**src/rtl/key_pulse_conditioner_pkg.sv**
```systemverilog
// Shared state codes and 50 MHz timing defaults for the key pulse conditioner.
package key_pulse_conditioner_pkg;

  typedef logic [1:0] kpc_state_t;

  localparam kpc_state_t ST_RELEASED    = 2'd0;
  localparam kpc_state_t ST_PRESS_CHK   = 2'd1;
  localparam kpc_state_t ST_HELD        = 2'd2;
  localparam kpc_state_t ST_RELEASE_CHK = 2'd3;

  localparam int unsigned DEF_DEBOUNCE_CYCLES = 500000;
  localparam int unsigned DEF_REPEAT_DELAY    = 25000000;
  localparam int unsigned DEF_REPEAT_PERIOD   = 5000000;

  function automatic int unsigned kpc_max(input int unsigned a, input int unsigned b);
    return (a > b) ? a : b;
  endfunction

endpackage

```
**src/rtl/key_pulse_conditioner_if.sv**
```systemverilog
// Key input and conditioned pulse outputs between the board and the counter datapath.
interface key_pulse_conditioner_if;
  logic KeyN;
  logic RepeatEn;
  logic Pressed;
  logic CountEn;
  logic ReleasePulse;

  modport master (output KeyN, output RepeatEn,
                  input  Pressed, input CountEn, input ReleasePulse);
  modport slave  (input  KeyN, input RepeatEn,
                  output Pressed, output CountEn, output ReleasePulse);
endinterface

```
**src/rtl/key_sync2.sv**
```systemverilog
// Two-flop synchroniser with asynchronous active-low reset to a configurable idle level.
module key_sync2 #(
  parameter logic IDLE = 1'b1
) (
  input  logic clk,
  input  logic rst_n,
  input  logic d,
  output logic q
);

  logic [1:0] sync_q;
  logic [1:0] sync_d;

  always_comb sync_d = {sync_q[0], d};

  always_ff @(posedge clk or negedge rst_n) begin
    if (!rst_n) sync_q <= {2{IDLE}};
    else        sync_q <= sync_d;
  end

  assign q = sync_q[1];

endmodule

```
**src/rtl/key_pulse_conditioner.sv**
```systemverilog
// Debounces an active-low pushbutton into a held level, press/auto-repeat
// count-enable pulses and a release pulse, all registered.
module key_pulse_conditioner
  import key_pulse_conditioner_pkg::*;
#(
  parameter int unsigned DEBOUNCE_CYCLES = DEF_DEBOUNCE_CYCLES,
  parameter int unsigned REPEAT_DELAY    = DEF_REPEAT_DELAY,
  parameter int unsigned REPEAT_PERIOD   = DEF_REPEAT_PERIOD
) (
  input logic                      Clock,
  input logic                      Resetn,
  key_pulse_conditioner_if.slave   bus
);

  localparam int unsigned DB_W  = $clog2(DEBOUNCE_CYCLES) + 1;
  localparam int unsigned RPT_W = $clog2(kpc_max(REPEAT_DELAY, REPEAT_PERIOD)) + 1;

  localparam logic [DB_W-1:0]  DB_LAST   = DB_W'(DEBOUNCE_CYCLES - 1);
  localparam logic [RPT_W-1:0] RPT_FIRST = RPT_W'(REPEAT_DELAY);
  localparam logic [RPT_W-1:0] RPT_LAST  = RPT_W'(REPEAT_DELAY + REPEAT_PERIOD - 1);

  kpc_state_t       state_q, state_d;
  logic [DB_W-1:0]  db_cnt_q, db_cnt_d;
  logic [RPT_W-1:0] rpt_cnt_q, rpt_cnt_d;
  logic             pressed_q, pressed_d;
  logic             count_en_q, count_en_d;
  logic             release_pulse_q, release_pulse_d;
  logic             key_sync_n;
  logic             key_s;

  key_sync2 #(.IDLE(1'b1)) u_sync (
    .clk   (Clock),
    .rst_n (Resetn),
    .d     (bus.KeyN),
    .q     (key_sync_n)
  );

  assign key_s = ~key_sync_n;

  always_comb begin
    state_d         = state_q;
    db_cnt_d        = db_cnt_q;
    rpt_cnt_d       = rpt_cnt_q;
    count_en_d      = 1'b0;
    release_pulse_d = 1'b0;
    case (state_q)
      ST_RELEASED: begin
        if (key_s) begin
          state_d  = ST_PRESS_CHK;
          db_cnt_d = '0;
        end
      end
      ST_PRESS_CHK: begin
        if (!key_s) begin
          state_d = ST_RELEASED;
        end else if (db_cnt_q == DB_LAST) begin
          state_d    = ST_HELD;
          rpt_cnt_d  = '0;
          count_en_d = 1'b1;
        end else begin
          db_cnt_d = db_cnt_q + 1'b1;
        end
      end
      ST_HELD: begin
        // rpt_cnt tracks the index of the next HELD cycle; after the first
        // repeat it folds back to REPEAT_DELAY instead of running on.
        if (!key_s) begin
          state_d  = ST_RELEASE_CHK;
          db_cnt_d = '0;
        end else if (!bus.RepeatEn) begin
          rpt_cnt_d = '0;
        end else if (rpt_cnt_q == RPT_LAST) begin
          rpt_cnt_d  = RPT_FIRST;
          count_en_d = 1'b1;
        end else begin
          rpt_cnt_d  = rpt_cnt_q + 1'b1;
          count_en_d = (rpt_cnt_q + 1'b1 == RPT_FIRST);
        end
      end
      ST_RELEASE_CHK: begin
        if (key_s) begin
          state_d = ST_HELD;
        end else if (db_cnt_q == DB_LAST) begin
          state_d         = ST_RELEASED;
          release_pulse_d = 1'b1;
        end else begin
          db_cnt_d = db_cnt_q + 1'b1;
        end
      end
      default: state_d = ST_RELEASED;
    endcase
    pressed_d = (state_d == ST_HELD) || (state_d == ST_RELEASE_CHK);
  end

  always_ff @(posedge Clock or negedge Resetn) begin
    if (!Resetn) begin
      state_q         <= ST_RELEASED;
      db_cnt_q        <= '0;
      rpt_cnt_q       <= '0;
      pressed_q       <= 1'b0;
      count_en_q      <= 1'b0;
      release_pulse_q <= 1'b0;
    end else begin
      state_q         <= state_d;
      db_cnt_q        <= db_cnt_d;
      rpt_cnt_q       <= rpt_cnt_d;
      pressed_q       <= pressed_d;
      count_en_q      <= count_en_d;
      release_pulse_q <= release_pulse_d;
    end
  end

  assign bus.Pressed      = pressed_q;
  assign bus.CountEn      = count_en_q;
  assign bus.ReleasePulse = release_pulse_q;

endmodule

```
**src/flat_wrapper.sv**
```systemverilog
// flat-port wrapper written by rule: the top's interface ports become plain ports
module key_pulse_conditioner_flat import key_pulse_conditioner_pkg::*;
#(
  parameter int unsigned DEBOUNCE_CYCLES = DEF_DEBOUNCE_CYCLES,
  parameter int unsigned REPEAT_DELAY    = DEF_REPEAT_DELAY,
  parameter int unsigned REPEAT_PERIOD   = DEF_REPEAT_PERIOD
)
  (Clock, Resetn, bus_KeyN, bus_RepeatEn, bus_Pressed, bus_CountEn, bus_ReleasePulse);
  key_pulse_conditioner_if bus_i ();
  input logic Clock;
  input logic Resetn;
  input wire logic [$bits(bus_i.KeyN)-1:0] bus_KeyN;
  input wire logic [$bits(bus_i.RepeatEn)-1:0] bus_RepeatEn;
  output wire logic [$bits(bus_i.Pressed)-1:0] bus_Pressed;
  output wire logic [$bits(bus_i.CountEn)-1:0] bus_CountEn;
  output wire logic [$bits(bus_i.ReleasePulse)-1:0] bus_ReleasePulse;
  assign bus_i.KeyN = bus_KeyN;
  assign bus_i.RepeatEn = bus_RepeatEn;
  assign bus_Pressed = bus_i.Pressed;
  assign bus_CountEn = bus_i.CountEn;
  assign bus_ReleasePulse = bus_i.ReleasePulse;
  key_pulse_conditioner #(.DEBOUNCE_CYCLES(DEBOUNCE_CYCLES), .REPEAT_DELAY(REPEAT_DELAY), .REPEAT_PERIOD(REPEAT_PERIOD)) u_core (.Clock(Clock), .Resetn(Resetn), .bus(bus_i));
endmodule
```
**config.mk**
```make
export PLATFORM = sky130hd
export DESIGN_NAME = key_pulse_conditioner_flat
export DESIGN_NICKNAME = d
export VERILOG_FILES = /design/src/rtl/key_pulse_conditioner_pkg.sv /design/src/rtl/key_pulse_conditioner_if.sv /design/src/rtl/key_sync2.sv /design/src/rtl/key_pulse_conditioner.sv /design/src/flat_wrapper.sv
export SDC_FILE = /design/constraint.sdc
export NUM_CORES = 1
export LEC_CHECK = 0
export ABC_AREA = 1
export BUFFER_PORTS_ARGS = -buffer_cell sky130_fd_sc_hd__buf_2
export CORE_MARGIN = 2
export CORE_UTILIZATION = 50
export CTS_BUF_LIST = sky130_fd_sc_hd__clkbuf_8
export DETAILED_ROUTE_END_ITERATION = 7
export GPL_ROUTABILITY_DRIVEN = 0
export PLACE_DENSITY = 0.78
export SKIP_CTS_REPAIR_TIMING = 1
export SLEW_MARGIN = 15
export SYNTH_ARGS = -nofsm -noshare
export SYNTH_HDL_FRONTEND = slang
export SYNTH_SLANG_ARGS = --single-unit
```
**constraint.sdc**
```tcl
create_clock -name Clock -period 3.1 [get_ports Clock]
set_input_delay 0.62 -clock Clock [delete_from_list [all_inputs] [get_ports Clock]]
set_output_delay 0.62 -clock Clock [all_outputs]
set_load 0.02 [all_outputs]
```
== After elaboration in Yosys (flattened, before gate mapping) ==
Cells that the tools add are included.

* Register bits after elaboration: 53
* Bits of input ports: 4
* Output and inout port bits: 3
* Word-level logic and storage cells: 55

* $add $sub $neg: 2
* Equality and inequality tests: 14
* Multiplexer cells: 27
* Reductions and logical operators: 5

{| class="wikitable"
|+ Operators with widths
! operator !! count
|-
| 26-bit 2-to-1 mux || 5
|-
| 20-bit 2-to-1 mux || 5
|-
| 20-bit case mux with 4 select lines || 1
|-
| 26-bit by 25-bit equality test with 1-bit output, second input constant || 2
|-
| 26-bit case mux with 2 select lines || 1
|-
| 26-bit by 1-bit adder with 26-bit output, second input constant || 1
|-
| 20-bit by 1-bit adder with 20-bit output, second input constant || 1
|-
| 20-bit by 19-bit equality test with 1-bit output, second input constant || 1
|-
| 2-bit 2-to-1 mux || 6
|-
| 2-bit inequality test, second input constant || 5
|-
| 2-bit equality test, second input constant || 4
|-
| 2-bit case mux with 4 select lines || 1
|-
| 4-bit AND reduction || 2
|-
| 1-bit 2-to-1 mux || 7
|-
| 2-bit by 1-bit equality test with 1-bit output, second input constant || 1
|-
| 2-bit logical NOT || 1
|-
| 2-bit by 1-bit inequality test with 1-bit output, second input constant || 1
|-
| 1-bit case mux with 2 select lines || 1
|-
| 2-bit nonzero test || 1
|-
| 1-bit logical OR || 1
|}

== Longest topological paths before layout ==
Gate-level depths: netlist of the first run.

* Depth in word-level cells: 6
* Gate-level depth with buffers: 15
* Gate-level depth less buffers: 15

== Modules after synthesis ==
Synthesis of the first run repeated with hierarchy kept, for this count alone.

* Cells, all modules: 506
* Area total of the unflattened synthesis: 3684.8 µm²

{| class="wikitable"
|+ By module, submodules not included
! module !! instances !! cells each !! area an instance (µm²) !! sequential area each (µm²)
|-
| key_pulse_conditioner || 1 || 504 || 3632.2 || 1276.2
|-
| key_sync2 || 1 || 2 || 52.6 || 52.6
|}

== Worst setup path after synthesis of the first run ==
Ideal clock, no wire load.

* Path kind: flip-flop to flip-flop
* Start point: reg u_core.state_q[1]
* End point: reg u_core.db_cnt_q[18]
* Setup time: 0.122 ns
* Arrival: 1.745 ns
* Required time: 2.978 ns
* Path slack: 1.234 ns
* Stages on the path, launching flop included: 12
* Buffers on the path: 1
* Clock period less this slack: 1.866 ns
* Cells stage by stage: dfrtp_1 -> inv_1 -> ha_1 -> o21ai_0 -> nand2_2 -> nor2_4 -> inv_2 -> o21ai_4 -> buf_4 -> nand3_1 -> xor2_1 -> nor2_1

* Longest elaborated chain between the ends: 3
* Elaborated cells on any way between the ends: 10
* Classes of those cells: 7 x eq/ne; 1 x mux; 2 x reduce/logical

{| class="wikitable"
|+ RTL lines
! item !! line !! source
|-
| start, declared || key_pulse_conditioner.sv:22 || <nowiki>kpc_state_t state_q, state_d;</nowiki>
|-
| start signal, assigned || key_pulse_conditioner.sv:104 || <nowiki>state_q <= state_d;</nowiki>
|-
| 2-bit equality test, or another cell as far along || key_pulse_conditioner.sv:46 || <nowiki>case (state_q)</nowiki>
|-
| 2-bit inequality test (no line) || - ||
|-
| 4-bit AND reduction (no line) || - ||
|-
| end signal, assigned || key_pulse_conditioner.sv:105 || <nowiki>db_cnt_q <= db_cnt_d;</nowiki>
|-
| end, declared || key_pulse_conditioner.sv:23 || <nowiki>logic [DB_W-1:0] db_cnt_q, db_cnt_d;</nowiki>
|}

Several ways; a longest one is shown, not always the timed one.
A chain may end at the register's enable or synchronous reset.

== Final worst setup path of the first run ==
* Start point: reg u_core.state_q[1]
* End point: reg u_core.db_cnt_q[4]

The elaborated chain is that of the path after synthesis.

==> results by group, run 1 <==
Worst setup path
  • Worst Setup Start Kind: flop
  • CP max-delay cell: dfrtp_1
  • CP Cell Sequence: inv_1, ha_1, o21ai_0, nand2_2, nor2_4, inv_2, o21ai_4, nand2_1, nor2_1, o21ai_1, a21oi_1
  • Critical path required time: 3340 ps
  • Data arrival time of the worst path: 2570 ps
  • CP Capture Type: flop
  • Crit Path Class: flop to flop
  • Critical Path Max Stage Delay: 420 ps
  • Number of buffer and inverter stages on the critical path: 2
  • Crit path max fanout: 14
  • Largest delay contributor family on the critical path: simple AND/OR/NAND/NOR gates

Synth
  • Ys flop type: dfrtp_1
  • Largest area contributor in the synthesized netlist: dfrtp_1
  • Top-count cell post-synth: nand2_1
  • Number of synthesized flops with an enable pin: 0
  • Top cells by area, synth: dfrtp_1, nand2_1, inv_1, nand3_1, nor2_1
  • Syn Inst Count: 494
  • Sequential area share after synthesis: 0.376
  • Yosys cell types: 40
  • Async SR Flop Fraction: 1.00
  • Post-Syn Area: 3540 µm²
  • Most frequent cells after synthesis: nand2_1, inv_1, dfrtp_1
  • Post-synthesis register bit count: 53
  • Syn Area/Cell: 7.16 µm²
  • Synth warn: 0
  • Top cell type's share of synthesized area: 0.361
  • Syn_nets: 505

Floorplan
  • Die Ht: 88.1 µm
  • IO Pins: 7
  • Initial Utilization: 0.518
  • Die X: 88.1 µm
  • Core area: 6830 µm²
  • FP Rows: 30
  • Die Area: 7760 µm²

STA
  • Clock Skew: 12.8 ps
  • Final Hold Fails: 0
  • Final Setup Violations: 0
  • Total negative setup slack: 0 ps
  • FMAX: 0.430 GHz
  • Worst-margin pin slew: 810 ps
  • Relative slew slack: 0.456
  • Final cycle utilization of the critical path: 0.750
  • Fin. max-slew vios: 0
  • RSZ-0062 raised after global routing: false
  • Final WS setup: 774 ps
  • Min Tclk post-route: 2330 ps

Global routing
  • Initial antenna violation count: 0
  • Number of global-route vias before repair: 3274
  • Pin count of the biggest net entering global routing: 36
  • Global route total overflow: 0
  • GR Util All Layers: 0.242
  • First-pass GRT wire length: 14.8 mm

Clock network
  • Max Buffers Root-to-Sink: 2
  • Reg clk slew, reported paths: 110 ps
  • CTS tree: done
  • CTS buffer count: 5
  • Clock sinks: 53
  • H-tree depth: 2
  • Clock root cell: clkbuf_8
  • Worst-Skew Late Latency: 320 ps

Routing
  • Detailed Routing Iterations Pass 1: 5
  • Total Routed Length: 8.93 mm
  • Initial DRC count: 255
  • DRC Markers: 0
  • Wire length per cell: 14.8 µm
  • Via count: 3476
  • Routed Antenna Nets: 0
  • Vias per cell: 5.77

Cells and area
  • Nets@finish: 516
  • Layout area overhead: 7.25%
  • Fin util: 0.555
  • Layout cells sized above 1: 0.105
  • Final non-filler cell total: 602
  • ANT cells: 0

Placed design
  • Post-detailed-placement half-perimeter wirelength: 6.66 mm
  • Dpl cells: 594
  • Pre-CTS setup slack: 806 ps
  • Port buffer count: 6

Pwr
  • PD cells: 697 nW/µm²
  • Peak VDD IR: 0.443 mV
  • P_leak: 1.53 nW

Run
  • Max_cap viols: 0

Min path
  • Hold crit path type: primary input to asynchronous set/reset pin

Status
  • Status: completed
==> layer usage <==
layer  up-vias  GRT usage  wire, µm
li1       1666          -         -
met1      1617      0.300      3750
met2       157      0.417      4360
met3        36     0.0377       548
met4         0      0.103       273
met5         -          0         0
==> sequential cells by signal, summed over array words and instances (netlist names) <==
| signal | count |
|---|---|
| u_core.rpt_cnt_q | 26 |
| u_core.db_cnt_q | 20 |
| u_core.state_q | 2 |
| u_core.u_sync.sync_q | 2 |
| u_core.bus.CountEn | 1 |
| u_core.bus.Pressed | 1 |
| u_core.bus.ReleasePulse | 1 |
==> report_power, final <==
part | internal, mW | switching [mW] | leakage [nW]
registers | 0.863 | 0.208 | 0.715
logic | 0.328 | 0.737 | 0.759
clock network | 0.248 | 0.260 | 0.0603
==> path summary, 6_finish.rpt <==
check | startpoint | slack [ps] | cells after the start | end
worst max-delay path | u_core.state_q[1] | 770 | 11 | u_core.db_cnt_q[4]
worst min-delay path | Resetn | 270 | 1 | u_core.rpt_cnt_q[7]
min in group Clock | u_core.u_sync.sync_q[0] | 360 | 0 | u_core.u_sync.sync_q[1]
worst min register to register | u_core.u_sync.sync_q[0] | 360 | 0 | u_core.u_sync.sync_q[1]
worst max register to register | u_core.state_q[1] | 770 | 11 | u_core.db_cnt_q[4]
max in group asynchronous | Resetn | 2100 | 2 | u_core.u_sync.sync_q[1]
==> layout make-up <==
cell class	instances	area (µm²)
fillers	652	3040
multi-input cells	369	1920
flip-flops and latches	53	1330
inverters	68	258
well taps	96	120
clock buffers	5	68.8
clock inverters	3	50.0
repair buffers	8	45.0
==> cells by family after synthesis <==
family	Yosys count	share of synthesized area
buf+inv	72	0.0807
simple gates	279	0.373
fa+ha+maj	7	0.0248
compound gates	74	0.123
flops	53	0.376
xor+xnor	9	0.0223
==> metrics by stage <==
stage	power, mW	hold WS (ps)	instance area, µm²
finish	2.65	267	3790
floorplan	1.84	324	3540
global route	2.80	300	3790
detailed placement	2.12	351	3670
CTS	2.62	282	3790
global placement	2.07	349	3670
==> cells in the final DEF (no fill, tap or decap), drive strengths merged, types with 2 or more instances in the layout <==
cell type / instances
nor2: 60
o21ai: 28
dfstp: 2
ha: 7
inv: 68
clkbuf: 5
and3: 2
o31ai: 3
nor4: 10
a21oi: 22
nand3: 44
nand3b: 3
dfrtp: 51
o21a: 3
nand4: 9
clkinv: 2
nor3: 18
o22ai: 14
a41oi: 2
xnor2: 2
buf: 8
and2: 2
nand2: 129
xor2: 7
(Power assumes the default switching activity.)
==> run 2, diff against run 1 <==
Settings changed: PLACE_DENSITY 0.78 to 0.8.
Clock period 3.1 ns to 1.96 ns, I/O delays scaled along.
==> results by group, run 2 (synthesis results as in run 1) <==
STA
  • Min Tclk post-route: 2000 ps
  • Final WS setup: -37.4 ps
  • Clock Skew: 9.64 ps
  • FMAX: 0.501 GHz
  • RSZ-0062 raised after global routing: true
  • Fin. max-slew vios: 0
  • Worst-margin pin slew: 662 ps
  • Relative slew slack: 0.556
  • Final cycle utilization of the critical path: 1.02
  • Final Hold Fails: 10
  • Total negative setup slack: -59.6 ps
  • Worst hold slack: -16.9 ps
  • Final Setup Violations: 2

Cells and area
  • Fin util: 0.610
  • Layout cells sized above 1: 0.220
  • Layout area overhead: 17.8%
  • Design Area, Final: 4170 µm²
  • Commonest non-fill, non-tap cells in the layout: nand2_1, inv_1, dfrtp_1, nor2_1, nand3_1
  • Largest registers: u_core.rpt_cnt_q x26, u_core.db_cnt_q x20
  • ANT cells: 0
  • Biggest register: u_core.rpt_cnt_q
  • Most common cell after layout, fill and taps aside: nand2_1
  • Number of flip-flops in the largest register: 26
  • Nets@finish: 543

Global routing
  • Initial antenna violation count: 0
  • First-pass GRT wire length: 15.5 mm
  • Pin count of the biggest net entering global routing: 26
  • GR Util All Layers: 0.252
  • Global route total overflow: 0
  • Number of global-route vias before repair: 3446

Clock network
  • Clock sinks: 53
  • Max Buffers Root-to-Sink: 2
  • CTS buffer count: 5
  • CTS tree: done
  • Reg clk slew, reported paths: 100 ps
  • Worst-Skew Late Latency: 320 ps
  • Clock root cell: clkbuf_8
  • H-tree depth: 2

Placed design
  • Port buffer count: 6
  • Post-detailed-placement half-perimeter wirelength: 6.93 mm
  • Area post-placement: 3800 µm²

Floorplan
  • Initial Utilization: 0.518
  • Die X: 88.1 µm
  • FP Rows: 30
  • Die Area: 7760 µm²
  • Die Ht: 88.1 µm
  • IO Pins: 7
  • Core area: 6830 µm²

Routing
  • Total Routed Length: 9.92 mm
  • Initial DRC count: 210
  • Routed wl met2: 4.96 mm
  • M1 wire length: 4.02 mm
  • Detailed Routing Iterations Pass 1: 5
  • Routed Antenna Nets: 0
  • Via count: 3636
  • Vias per cell: 5.78
  • DR top layer: met4
  • Met3 routed WL: 642 µm
  • DRC Markers: 0
  • Wire length per cell: 15.8 µm

Status
  • Failing checks: hold timing, setup timing
  • Status: finished, violations left

Worst setup path
  • Crit path max fanout: 6
  • CP Capture Type: flop
  • Crit Path Class: flop to flop
  • FF-to-FF setup slack: -40 ps
  • Worst Setup Start Kind: flop
  • Critical path required time: 2210 ps
  • Data arrival time of the worst path: 2250 ps

Min path
  • Hold crit path type: primary input to asynchronous set/reset pin

Pwr
  • Pwr Total: 4.75 mW
  • P_leak: 1.69 nW
  • Peak VDD IR: 0.773 mV
  • PD cells: 1140 nW/µm²

Run
  • Max_cap viols: 0
run 2: cell count changes in the layout (fill, tap and decap cells not counted), moves of 4 or more:
| cell | delta |
|---|---|
| buf_4 | +25 |
| dfrtp_1 | -4 |
| dfrtp_2 | +4 |
| ha_1 | -5 |
| inv_1 | -4 |
| inv_2 | +5 |
| nand2_1 | -4 |
| nand2_2 | +4 |
| nor2_1 | -6 |
| nor2_2 | +4 |
| o21ai_0 | -4 |
run 2: layout make-up:
| class | instances | area (µm²) |
|---|---|---|
| Inverter | 68 | 258 |
| Multi-Input combinational cell | 369 | 2090 |
| Sequential cell | 53 | 1330 |
| Clock buffer | 5 | 68.8 |
| Tap cell | 96 | 120 |
| Fill cell | 590 | 2670 |
| Clock inverter | 3 | 42.5 |
| Timing Repair Buffer | 35 | 255 |
run 2: per-stage QoR:
stage                     hold WS (ps)  std cells  worst slack, ps
after floorplan                   96.4        494             93.6
after global placement             325        611             16.4
after detailed placement           331        611             -140
after CTS                        -5.93        619             -152
after global routing             0.579        629             -182
final                            -16.9        629            -37.4
run 2: worst paths after layout:
path                                              start                 endpoint  cells past startpoint
min in group Clock                             bus_KeyN  u_core.u_sync.sync_q[0]                      1
worst max-delay path                u_core.rpt_cnt_q[1]       u_core.bus.CountEn                     15
worst min register to register  u_core.u_sync.sync_q[0]  u_core.u_sync.sync_q[1]                      0
worst max register to register      u_core.rpt_cnt_q[1]       u_core.bus.CountEn                     15
max in group asynchronous                        Resetn       u_core.db_cnt_q[8]                      2
worst min-delay path                             Resetn      u_core.db_cnt_q[14]                      1
run 2: per-layer routing:
layer,GRT usage,vias up
met3,0.0575,38
met4,0.0964,0
met1,0.309,1739
li1,-,1707
met2,0.430,152
met5,0,-
run 2: power breakdown:
part / internal (mW) / switching (mW) / total, mW
combinational: 0.883 / 1.39 / 2.28
sequential: 1.37 / 0.336 / 1.71
clock: 0.382 / 0.385 / 0.767
total: 2.64 / 2.11 / 4.75
run 2: worst max-delay path: stages (launching register included):
cell and delay (ps):
dfrtp_1 370, ha_2 210, nand2_2 80, nor2_4 220
nand2_2 110, nor2_4 150, nand2_1 70, nand2_1 60
nand2_1 70, nor2_1 100, nand2_1 60, nor2_1 110
nand3_1 70, nand2_1 70, nand2_1 60, a21oi_2 110
==> run 3, diff against run 2 <==
Settings changed: ABC_AREA 1 to not set.
==> results by group, run 3 <==
Synth
  • Syn Inst Count: 406
  • Most frequent cells after synthesis: dfrtp_1, nor2_1, nand2_1
  • Synth warn: 0
  • Post-synthesis register bit count: 53
  • Ys flop type: dfrtp_1
  • Top cell type's share of synthesized area: 0.368
  • Post-Syn Area: 3460 µm²
  • Number of synthesized flops with an enable pin: 0
  • Largest area contributor in the synthesized netlist: dfrtp_1
  • Yosys cell types: 62
  • Async SR Flop Fraction: 1.00
  • Top cells by area, synth: dfrtp_1, o21ai_0, nor2_1, nand3_1, a21oi_1
  • Syn Area/Cell: 8.53 µm²
  • Top-count cell post-synth: dfrtp_1
  • Syn_nets: 417
  • Sequential area share after synthesis: 0.384

Global routing
  • Pin count of the biggest net entering global routing: 33
  • First-pass GRT wire length: 15.7 mm
  • Number of global-route vias before repair: 3432
  • Initial antenna violation count: 0
  • Global route total overflow: 0
  • GR Util All Layers: 0.262

Clock network
  • Max Buffers Root-to-Sink: 2
  • H-tree depth: 2
  • CTS buffer count: 5
  • Worst-Skew Late Latency: 320 ps
  • Clock root cell: clkbuf_8
  • Reg clk slew, reported paths: 110 ps
  • CTS tree: done
  • Clock sinks: 53

Routing
  • Initial DRC count: 524
  • DRC Markers: 0
  • Total Routed Length: 13.5 mm
  • Vias per cell: 7.01
  • Detailed Routing Iterations Pass 1: 6
  • Wire length per cell: 22.9 µm
  • Via count: 4138
  • Routed Antenna Nets: 0

Min path
  • Hold crit path type: primary input to asynchronous set/reset pin

Worst setup path
  • Data arrival time of the worst path: 2510 ps
  • Crit path max fanout: 6
  • Critical path required time: 2160 ps
  • CP Capture Type: flop
  • Reg2reg path depth: 7
  • Crit Path Class: flop to flop
  • Worst Setup Start Kind: flop

Floorplan
  • Die Area: 7610 µm²
  • Die X: 87.2 µm
  • Core area: 6760 µm²
  • IO Pins: 7
  • Initial Utilization: 0.513
  • Die Ht: 87.2 µm
  • FP Rows: 30

Pwr
  • Clk pwr share: 0.326
  • Peak VDD IR: 0.566 mV
  • Sw power: 0.831 mW
  • PD cells: 550 nW/µm²
  • Sw frac: 0.299
  • Sequential Power Share: 0.424
  • Internal Pwr Total: 1.95 mW
  • Gate power share: 0.250
  • P_leak: 2.18 nW

STA
  • Final WS setup: -349 ps
  • Worst-margin pin slew: 580 ps
  • Final Hold Fails: 0
  • FMAX: 0.433 GHz
  • Clock Skew: 6.44 ps
  • Worst hold slack: 55.9 ps
  • Final Setup Violations: 49
  • Relative slew slack: 0.614
  • Fin. max-slew vios: 0
  • Final cycle utilization of the critical path: 1.18
  • Min Tclk post-route: 2310 ps
  • RSZ-0062 raised after global routing: true

Cells and area
  • Number of flip-flops in the largest register: 26
  • Nets@finish: 520
  • Fill count: 378
  • Fin util: 0.748
  • Layout cells sized above 1: 0.427
  • Design Area, Final: 5050 µm²
  • ANT cells: 0
  • Most common cell after layout, fill and taps aside: buf_4
  • Largest registers: u_core.rpt_cnt_q x26, u_core.db_cnt_q x20
  • Commonest non-fill, non-tap cells in the layout: buf_4, dfrtp_1, nor2_1, nand2_1
  • Biggest register: u_core.rpt_cnt_q
  • Layout area overhead: 45.9%

Placed design
  • Area post-placement: 4350 µm²
  • Post-detailed-placement half-perimeter wirelength: 7.18 mm
  • Port buffer count: 6

Status
  • Status: finished, violations left
  • Failing checks: setup timing

Run
  • Max_cap viols: 0
[run 3: worst paths after layout]
check | startpoint | end | slack, ps
worst max-delay path | u_core.db_cnt_q[11] | u_core.db_cnt_q[6] | -350
worst min-delay path | Resetn | u_core.rpt_cnt_q[11] | 60
worst max register to register | u_core.db_cnt_q[11] | u_core.db_cnt_q[6] | -350
worst min register to register | u_core.u_sync.sync_q[0] | u_core.u_sync.sync_q[1] | 370
max in group asynchronous | Resetn | u_core.rpt_cnt_q[1] | 1310
min in group Clock | bus_KeyN | u_core.u_sync.sync_q[0] | 170
[run 3: layout make-up]
class,instances,area [µm²],area share
multi-input combinational,312,2440,0.484
sequential,53,1340,0.264
timing repair buffer,116,962,0.190
tap,80,100,0.0198
inverter,21,78.8,0.0156
clock buffer,5,68.8,0.0136
clock inverter,3,65.1,0.0129
[run 3: per-layer routing]
layer | up-vias | part of all wire | global-route usage
met5 | - | 0 | 0
met4 | 0 | 0.067 | 0.108
met3 | 115 | 0.095 | 0.0351
met2 | 340 | 0.48 | 0.453
met1 | 1994 | 0.35 | 0.327
li1 | 1689 | - | -
[run 3: through the flow]
| stage | instances | setup TNS, ps | power [mW] | setup WS [ps] |
|---|---|---|---|---|
| after floorplan | 406 | -440 | 1.46 | -174 |
| after global placement | 567 | -831 | 1.68 | -121 |
| after detailed placement | 567 | -3820 | 1.71 | -172 |
| after CTS | 575 | -4970 | 2.59 | -196 |
| after global routing | 590 | -9910 | 2.85 | -345 |
| final | 590 | -9040 | 2.78 | -349 |
[run 3: power groups by stage]
stage / registers [mW] / clock network, mW / logic, mW
global placement: 1.18 / 0 / 0.502
floorplan: 1.18 / 0 / 0.282
finish: 1.18 / 0.907 / 0.695
global route: 1.18 / 0.933 / 0.738
CTS: 1.16 / 0.897 / 0.528
detailed placement: 1.18 / 0 / 0.526
[run 3: kinds of logic (layout without fill, tap and decap cells)]
group           Yosys count  after routing  synth area share
compound gates           90             91             0.171
xor+xnor                 21             21            0.0531
mux                       8              8            0.0235
fa+ha+maj                 7              7            0.0253
flops                    53             53             0.384
buf+inv                  42            145            0.0524
simple gates            185            185             0.291
[run 3: critical path, stage by stage (launching register included)]
cell and delay (ps):
dfrtp_1 410, nor4_2 460, nand4_1 290, o311ai_4 450, buf_6 210, nor3_4 60, xnor2_1 240, nor2_1 80
